### config.mk
export PLATFORM = sky130hd
export DESIGN_NAME = axil_arbiter_2to1
export DESIGN_NICKNAME = d
export VERILOG_FILES = /design/src/rtl/axil_arb_pkg.sv /design/src/rtl/axil_arbiter_2to1.sv
export SDC_FILE = /design/constraint.sdc
export NUM_CORES = 1
export LEC_CHECK = 0
export CORE_AREA = 2 2 198 200
export CTS_CLUSTER_DIAMETER = 100
export DETAILED_ROUTE_END_ITERATION = 8
export DIE_AREA = 0 0 200 202
export GPL_TIMING_DRIVEN = 0
export SYNTH_ARGS = -nofsm -noshare
export SYNTH_HDL_FRONTEND = slang
export SYNTH_SLANG_ARGS = --single-unit
### constraint.sdc
create_clock -name axi_aclk -period 3.2 [get_ports axi_aclk]
set_clock_uncertainty 0.1 [all_clocks]
set_input_delay 0.48 -clock axi_aclk [delete_from_list [all_inputs] [get_ports axi_aclk]]
set_output_delay 0.48 -clock axi_aclk [all_outputs]
set_load 0.02 [all_outputs]
### src/rtl/axil_arb_pkg.sv
// Shared types and helpers for the two-master AXI4-Lite arbiter.
//   state_t      : arbiter FSM states
//   op_t         : operation kind used for write/read alternation
//   RESP_*       : AXI response codes
//   pick_master  : round-robin master choice
//   pick_write   : write/read alternation inside the chosen master
package axil_arb_pkg;

    localparam int NUM_MASTERS = 2;

    typedef enum logic [2:0] {
        IDLE     = 3'd0,
        WR_ISSUE = 3'd1,
        WR_RESP  = 3'd2,
        WR_RET   = 3'd3,
        RD_ISSUE = 3'd4,
        RD_RESP  = 3'd5,
        RD_RET   = 3'd6
    } state_t;

    typedef enum logic {
        OP_WRITE = 1'b0,
        OP_READ  = 1'b1
    } op_t;

    localparam logic [1:0] RESP_OKAY   = 2'b00;
    localparam logic [1:0] RESP_SLVERR = 2'b10;

    // On a tie the master that did not win last time is chosen.
    function automatic logic pick_master(input logic req0, input logic req1,
                                         input logic rr_last);
        return (req0 && req1) ? ~rr_last : req1;
    endfunction

    // Returns 1 for write. With both pending, take the opposite of the last op.
    function automatic logic pick_write(input logic wr, input logic rd,
                                        input op_t op_last);
        return (wr && rd) ? (op_last == OP_READ) : wr;
    endfunction

endpackage

### src/rtl/axil_arbiter_2to1.sv
// Two-to-one AXI4-Lite arbiter in front of the register-file slave.
// s0 = PCIe bridge master, s1 = local fabric master. One transaction in flight.
// Ports:
//   axi_aclk / axi_aresetn : clock, asynchronous active-low reset
//   s0_* / s1_*            : AXI4-Lite slave ports facing the two masters
//   m_*                    : AXI4-Lite master port facing the register file
//   grant                  : master owning the current/last transaction
//   busy                   : high whenever the FSM is not IDLE
module axil_arbiter_2to1
    import axil_arb_pkg::*;
#(
    parameter int ADDR_WIDTH = 40,
    parameter int DATA_WIDTH = 32
) (
    input  logic                    axi_aclk,
    input  logic                    axi_aresetn,
    // master 0
    input  logic                    s0_awvalid,
    output logic                    s0_awready,
    input  logic [ADDR_WIDTH-1:0]   s0_awaddr,
    input  logic [2:0]              s0_awprot,
    input  logic                    s0_wvalid,
    output logic                    s0_wready,
    input  logic [DATA_WIDTH-1:0]   s0_wdata,
    input  logic [DATA_WIDTH/8-1:0] s0_wstrb,
    output logic                    s0_bvalid,
    input  logic                    s0_bready,
    output logic [1:0]              s0_bresp,
    input  logic                    s0_arvalid,
    output logic                    s0_arready,
    input  logic [ADDR_WIDTH-1:0]   s0_araddr,
    input  logic [2:0]              s0_arprot,
    output logic                    s0_rvalid,
    input  logic                    s0_rready,
    output logic [DATA_WIDTH-1:0]   s0_rdata,
    output logic [1:0]              s0_rresp,
    // master 1
    input  logic                    s1_awvalid,
    output logic                    s1_awready,
    input  logic [ADDR_WIDTH-1:0]   s1_awaddr,
    input  logic [2:0]              s1_awprot,
    input  logic                    s1_wvalid,
    output logic                    s1_wready,
    input  logic [DATA_WIDTH-1:0]   s1_wdata,
    input  logic [DATA_WIDTH/8-1:0] s1_wstrb,
    output logic                    s1_bvalid,
    input  logic                    s1_bready,
    output logic [1:0]              s1_bresp,
    input  logic                    s1_arvalid,
    output logic                    s1_arready,
    input  logic [ADDR_WIDTH-1:0]   s1_araddr,
    input  logic [2:0]              s1_arprot,
    output logic                    s1_rvalid,
    input  logic                    s1_rready,
    output logic [DATA_WIDTH-1:0]   s1_rdata,
    output logic [1:0]              s1_rresp,
    // toward the register file
    output logic                    m_awvalid,
    input  logic                    m_awready,
    output logic [ADDR_WIDTH-1:0]   m_awaddr,
    output logic [2:0]              m_awprot,
    output logic                    m_wvalid,
    input  logic                    m_wready,
    output logic [DATA_WIDTH-1:0]   m_wdata,
    output logic [DATA_WIDTH/8-1:0] m_wstrb,
    input  logic                    m_bvalid,
    output logic                    m_bready,
    input  logic [1:0]              m_bresp,
    output logic                    m_arvalid,
    input  logic                    m_arready,
    output logic [ADDR_WIDTH-1:0]   m_araddr,
    output logic [2:0]              m_arprot,
    input  logic                    m_rvalid,
    output logic                    m_rready,
    input  logic [DATA_WIDTH-1:0]   m_rdata,
    input  logic [1:0]              m_rresp,
    // status
    output logic                    grant,
    output logic                    busy
);

    localparam int STRB_WIDTH = DATA_WIDTH / 8;

    state_t state, state_nxt;

    logic                  rr_last;
    op_t                   op_last;
    logic                  grant_q;
    logic                  aw_done, w_done;
    logic [ADDR_WIDTH-1:0] addr_q;
    logic [2:0]            prot_q;
    logic [DATA_WIDTH-1:0] wdata_q;
    logic [STRB_WIDTH-1:0] wstrb_q;
    logic [1:0]            bresp_q;
    logic [DATA_WIDTH-1:0] rdata_q;
    logic [1:0]            rresp_q;

    // Master-side signals gathered into arrays indexed by master number.
    logic [NUM_MASTERS-1:0]                 s_awvalid, s_wvalid, s_arvalid;
    logic [NUM_MASTERS-1:0]                 s_bready, s_rready;
    logic [NUM_MASTERS-1:0][ADDR_WIDTH-1:0] s_awaddr, s_araddr;
    logic [NUM_MASTERS-1:0][2:0]            s_awprot, s_arprot;
    logic [NUM_MASTERS-1:0][DATA_WIDTH-1:0] s_wdata;
    logic [NUM_MASTERS-1:0][STRB_WIDTH-1:0] s_wstrb;

    logic [NUM_MASTERS-1:0] aw_rdy, w_rdy, ar_rdy, b_vld, r_vld;

    assign s_awvalid = {s1_awvalid, s0_awvalid};
    assign s_wvalid  = {s1_wvalid,  s0_wvalid};
    assign s_arvalid = {s1_arvalid, s0_arvalid};
    assign s_bready  = {s1_bready,  s0_bready};
    assign s_rready  = {s1_rready,  s0_rready};
    assign s_awaddr  = {s1_awaddr,  s0_awaddr};
    assign s_araddr  = {s1_araddr,  s0_araddr};
    assign s_awprot  = {s1_awprot,  s0_awprot};
    assign s_arprot  = {s1_arprot,  s0_arprot};
    assign s_wdata   = {s1_wdata,   s0_wdata};
    assign s_wstrb   = {s1_wstrb,   s0_wstrb};

    // Request decode. A write needs address and data together; a lone
    // awvalid or wvalid is not a request.
    logic [NUM_MASTERS-1:0] wr_req, rd_req, any_req;
    logic                   accept, sel_m, sel_wr;

    assign wr_req  = s_awvalid & s_wvalid;
    assign rd_req  = s_arvalid;
    assign any_req = wr_req | rd_req;
    assign accept  = (state == IDLE) && (|any_req);
    assign sel_m   = pick_master(any_req[0], any_req[1], rr_last);
    assign sel_wr  = pick_write(wr_req[sel_m], rd_req[sel_m], op_last);

    // ---------------- state register ----------------
    always_ff @(posedge axi_aclk or negedge axi_aresetn) begin
        if (!axi_aresetn) state <= IDLE;
        else              state <= state_nxt;
    end

    // ---------------- next state ----------------
    always_comb begin
        state_nxt = state;
        case (state)
            IDLE:     if (accept) state_nxt = sel_wr ? WR_ISSUE : RD_ISSUE;
            // Address and data may finish in either order or together.
            WR_ISSUE: if ((aw_done || m_awready) && (w_done || m_wready))
                          state_nxt = WR_RESP;
            WR_RESP:  if (m_bvalid) state_nxt = WR_RET;
            WR_RET:   if (s_bready[grant_q]) state_nxt = IDLE;
            RD_ISSUE: if (m_arready) state_nxt = RD_RESP;
            RD_RESP:  if (m_rvalid) state_nxt = RD_RET;
            RD_RET:   if (s_rready[grant_q]) state_nxt = IDLE;
            default:  state_nxt = IDLE;
        endcase
    end

    // ---------------- outputs ----------------
    always_comb begin
        aw_rdy    = '0;
        w_rdy     = '0;
        ar_rdy    = '0;
        b_vld     = '0;
        r_vld     = '0;
        m_awvalid = 1'b0;
        m_wvalid  = 1'b0;
        m_bready  = 1'b0;
        m_arvalid = 1'b0;
        m_rready  = 1'b0;
        case (state)
            IDLE: begin
                if (accept) begin
                    if (sel_wr) begin
                        aw_rdy[sel_m] = 1'b1;
                        w_rdy[sel_m]  = 1'b1;
                    end else begin
                        ar_rdy[sel_m] = 1'b1;
                    end
                end
            end
            WR_ISSUE: begin
                m_awvalid = !aw_done;
                m_wvalid  = !w_done;
            end
            WR_RESP:  m_bready = 1'b1;
            WR_RET:   b_vld[grant_q] = 1'b1;
            RD_ISSUE: m_arvalid = 1'b1;
            RD_RESP:  m_rready = 1'b1;
            RD_RET:   r_vld[grant_q] = 1'b1;
            default: ;
        endcase
    end

    // ---------------- datapath / bookkeeping ----------------
    always_ff @(posedge axi_aclk or negedge axi_aresetn) begin
        if (!axi_aresetn) begin
            rr_last <= 1'b1;        // so s0 wins the first tie
            op_last <= OP_READ;
            grant_q <= 1'b0;
            aw_done <= 1'b0;
            w_done  <= 1'b0;
            addr_q  <= '0;
            prot_q  <= '0;
            wdata_q <= '0;
            wstrb_q <= '0;
            bresp_q <= RESP_OKAY;
            rdata_q <= '0;
            rresp_q <= RESP_OKAY;
        end else begin
            if (accept) begin
                grant_q <= sel_m;
                rr_last <= sel_m;
                op_last <= sel_wr ? OP_WRITE : OP_READ;
                aw_done <= 1'b0;
                w_done  <= 1'b0;
                // One address register serves both channels; only one
                // transaction exists at a time.
                if (sel_wr) begin
                    addr_q  <= s_awaddr[sel_m];
                    prot_q  <= s_awprot[sel_m];
                    wdata_q <= s_wdata[sel_m];
                    wstrb_q <= s_wstrb[sel_m];
                end else begin
                    addr_q  <= s_araddr[sel_m];
                    prot_q  <= s_arprot[sel_m];
                end
            end
            if (state == WR_ISSUE) begin
                if (m_awvalid && m_awready) aw_done <= 1'b1;
                if (m_wvalid && m_wready)   w_done  <= 1'b1;
            end
            if (state == WR_RESP && m_bvalid) bresp_q <= m_bresp;
            if (state == RD_RESP && m_rvalid) begin
                rdata_q <= m_rdata;
                rresp_q <= m_rresp;
            end
        end
    end

    assign m_awaddr = addr_q;
    assign m_awprot = prot_q;
    assign m_araddr = addr_q;
    assign m_arprot = prot_q;
    assign m_wdata  = wdata_q;
    assign m_wstrb  = wstrb_q;

    assign s0_awready = aw_rdy[0];
    assign s1_awready = aw_rdy[1];
    assign s0_wready  = w_rdy[0];
    assign s1_wready  = w_rdy[1];
    assign s0_arready = ar_rdy[0];
    assign s1_arready = ar_rdy[1];
    assign s0_bvalid  = b_vld[0];
    assign s1_bvalid  = b_vld[1];
    assign s0_rvalid  = r_vld[0];
    assign s1_rvalid  = r_vld[1];

    // Response payload is shown only to the granted master.
    assign s0_bresp = grant_q ? 2'b00 : bresp_q;
    assign s1_bresp = grant_q ? bresp_q : 2'b00;
    assign s0_rresp = grant_q ? 2'b00 : rresp_q;
    assign s1_rresp = grant_q ? rresp_q : 2'b00;
    assign s0_rdata = grant_q ? '0 : rdata_q;
    assign s1_rdata = grant_q ? rdata_q : '0;

    assign grant = grant_q;
    assign busy  = (state != IDLE);

endmodule
==> flow_metrics.env <==
export IMPL_synth_seq_cells=123
export IMPL_leakage_nw=5.56
export IMPL_place_gp_congestion=0.827
export IMPL_min_path_type="flip-flop to flip-flop"
export IMPL_finalCritPeriodShare_pct=94.8
export IMPL_core_region_area_sq_um=38300
export IMPL_grt_setup_unrepaired="no"
export IMPL_cp_arrival_ns=2.45
export IMPL_ys_warn_count=0
export IMPL_clock_latency_ns=0.42
export IMPL_io_buffers=507
export IMPL_required_ns=2.62
export IMPL_syn_area_sq_um=7070
export IMPL_drv_slew=0
export IMPL_htreeDepth=4
export IMPL_first_global_vias=7753
export IMPL_status="finished clean"
export IMPL_cap_violations=0
export IMPL_hold_viol_final=0
export IMPL_final_layout_size_suffix_gt1_share_pct=16.0
export IMPL_n_fill_cell=3996
export IMPL_clk_pin_slew_ns=0.06
export IMPL_placed_area_sq_um=12800
export IMPL_wl_per_cell_um=18.1
export IMPL_syn_inst=729
export IMPL_num_antenna_cells=0
export IMPL_synth_avg_cell_area_sq_um=9.69
export IMPL_synth_edff_count=0
export IMPL_path_max_fanout=10
export IMPL_firstDrtPassIters=4
export IMPL_grt_overflow_total=0
export IMPL_dp_cells=1755
export IMPL_die_area_sq_um=40400
export IMPL_cts_root_buf="clkbuf_16"
export IMPL_die_h_um=202
export IMPL_drt_iter0_drc=223
export IMPL_clockBufferDepth=2
export IMPL_grt_max_degree=64
export IMPL_tightest_slew_ns=0.709
export IMPL_wirelength_mm=32.4
export IMPL_ys_seq_area_share_pct=43.6
export IMPL_setup_viol=0
export IMPL_grt_util_all_layers_pct=15.9
export IMPL_power_density_nw_per_um2=920
export IMPL_irDropWorstVdd_mv=0.399
export IMPL_regArea_sq_um=3080
export IMPL_viasPerCell=4.13
export IMPL_syn_num_nets=1026
export IMPL_relSlewSlack_pct=52.7
export IMPL_nets=1555
export IMPL_area_growth_pct=90.6
export IMPL_drcViolationCount=0
export IMPL_finalCriticalPeriod_ns=3.03
export IMPL_final_cells=1787
export IMPL_initial_core_util_pct=18.5
export IMPL_ios=508
export IMPL_vias=7383
export IMPL_cp_start_kind="input port"
export IMPL_cts_buffers=17
export IMPL_grt_pass1_wl_mm=47.4
export IMPL_antenna_found_initial=0
export IMPL_finalCoreUtilization_pct=35.2
export IMPL_cts_tree="done"
export IMPL_clock_sinks=123
export IMPL_ys_types=45
export IMPL_postSynth_asyncResetShare_pct=100
export IMPL_rows=72
export IMPL_fmax_mhz=330
export IMPL_final_cell_area_sq_um=13500
export IMPL_hpwl_mm=26.3
export IMPL_setup_worst_path_end_class="primary output"
export IMPL_path_class="input port to primary output"
export IMPL_antenna_left=0
export IMPL_die_w_um=200
export IMPL_multiInputGateArea_sq_um=3420
export IMPL_synthFlopType="dfrtp_1"
per-stage QoR:
step	hold WS [ns]	setup slack, ns	power [mW]	TNS [ns]
2_1_floorplan	0.0844	0.501	6.83	0
3_3_place_gp	0.369	-3.90	10.5	-480.01
3_5_place_dp	0.375	-1.10	10.6	-5.68
4_1_cts	0.388	0.00668	12.6	0
5_1_grt	0.409	0.00711	13.2	0
6_report	0.382	0.168	12.4	0
worst max-delay path: stages:
cell             delay, ns
clkdlybuf4s50_1       0.50
a21oi_4               0.24
o21ba_2               0.23
o211ai_1              0.22
buf_4                 0.16
buf_6                 0.18
nor2_2                0.07
buf_4                 0.13
clkdlybuf4s15_2       0.24
layout by cell type, fill, tap and decap left out, types with 2 or more instances in the layout:
master,instances
dfrtp_1,121
o21ai_0,5
clkbuf_1,23
clkinvlp_4,2
buf_6,4
nor2_1,51
clkinv_2,5
clkbuf_2,4
clkbuf_8,3
inv_1,7
nor3_1,2
dfstp_2,2
o21ai_1,37
nor2b_1,39
buf_1,3
nand2_1,87
o31ai_1,44
clkbuf_16,17
nand2b_1,4
clkdlybuf4s50_1,499
a21oi_1,2
mux2_2,74
mux2_1,4
dlygate4sd2_1,3
mux2i_1,36
buf_2,19
and2_1,37
a22o_1,2
buf_4,53
a21oi_4,3
nor3b_1,3
o22ai_1,43
kinds of logic (layout without fill, tap and decap cells):
logic type      count (synthesis)  count (layout)  share of synthesized area [%]
mux                           114             114                           17.5
simple gates                  233             233                           15.9
compound gates                151             151                           14.2
flops                         123             123                           43.6
buf+inv                       108             648                           8.80
routing by layer:
layer	track usage (%)	vias to the layer above	part of all wire (%)
li1	-	3548	-
met1	19.7	3549	43
met2	27.0	266	50
met3	4.41	20	6.5
met5	0	-	0
met4	3.76	0	1.3
worst paths after layout:
kind	start	to	slack, ns	cells after the start
worst min register to register	m_wdata[20]	m_wdata[20]	0.38	2
max in group asynchronous	axi_aresetn	rdata_q[20]	1.75	3
worst min-delay path	m_wdata[20]	m_wdata[20]	0.38	2
worst max register to register	rr_last	m_araddr[38]	0.72	7
min in group asynchronous	axi_aresetn	m_araddr[12]	0.48	2
worst max-delay path	s1_awvalid	s0_wready	0.17	9
registers in the layout, summed over array words and instances, names as in the netlist:
| register | cells |
|---|---|
| rresp_q | 2 |
| m_arprot | 3 |
| m_wstrb | 4 |
| op_last | 1 |
| aw_done | 1 |
| w_done | 1 |
| m_araddr | 40 |
| m_wdata | 32 |
| rr_last | 1 |
| bresp_q | 2 |
| grant | 1 |
| rdata_q | 32 |
| state | 3 |
synth_stat cells (2+ instances only):
| cell type | instances | area (sq um) |
|---|---|---|
| a211oi_1 | 2 | 15.0 |
| a21oi_1 | 6 | 30.0 |
| a22o_1 | 2 | 17.5 |
| and2_1 | 38 | 238 |
| buf_1 | 3 | 11.3 |
| buf_2 | 23 | 115 |
| buf_4 | 46 | 345 |
| buf_6 | 2 | 22.5 |
| clkbuf_1 | 27 | 101 |
| dfrtp_1 | 121 | 3030 |
| dfstp_2 | 2 | 52.6 |
| inv_1 | 7 | 26.3 |
| mux2_1 | 4 | 45.0 |
| mux2_2 | 74 | 833 |
| mux2i_1 | 36 | 360 |
| nand2_1 | 87 | 327 |
| nand2b_1 | 4 | 25.0 |
| nor2_1 | 52 | 195 |
| nor2b_1 | 39 | 244 |
| nor3_1 | 2 | 10.0 |
| nor3b_1 | 3 | 22.5 |
| o21ai_0 | 5 | 25.0 |
| o21ai_1 | 37 | 185 |
| o22ai_1 | 43 | 269 |
| o31ai_1 | 44 | 330 |
timing repair:
item | 4_1_cts | 5_1_grt
endpoints found under the setup margin | 36 | 5
gates resized for setup | 30 | 8
hold buffers | 1 | 0
endpoints found under the hold margin | 60 | 0
buffers inserted | 2 | 1
pin swaps | 2 | 0
power by group:
group / switching, mW / internal (mW) / leakage [nW] / total [mW]
clock: 0.716 / 1.11 / 0.267 / 1.83
combinational: 3.82 / 3.82 / 3.79 / 7.65
sequential: 0.586 / 2.34 / 1.50 / 2.92
total: 5.13 / 7.27 / 5.56 / 12.4
area by class of cell:
type | count | share of cell area, %
clock buffer | 22 | 3.52
timing repair buffer | 512 | 38.1
multi-input combinational | 498 | 25.4
sequential | 123 | 22.9
tap | 518 | 4.81
buffer | 99 | 4.56
inverter | 7 | 0.195
clock inverter | 8 | 0.520
Note: power is estimated with default switching activity, not from simulation.
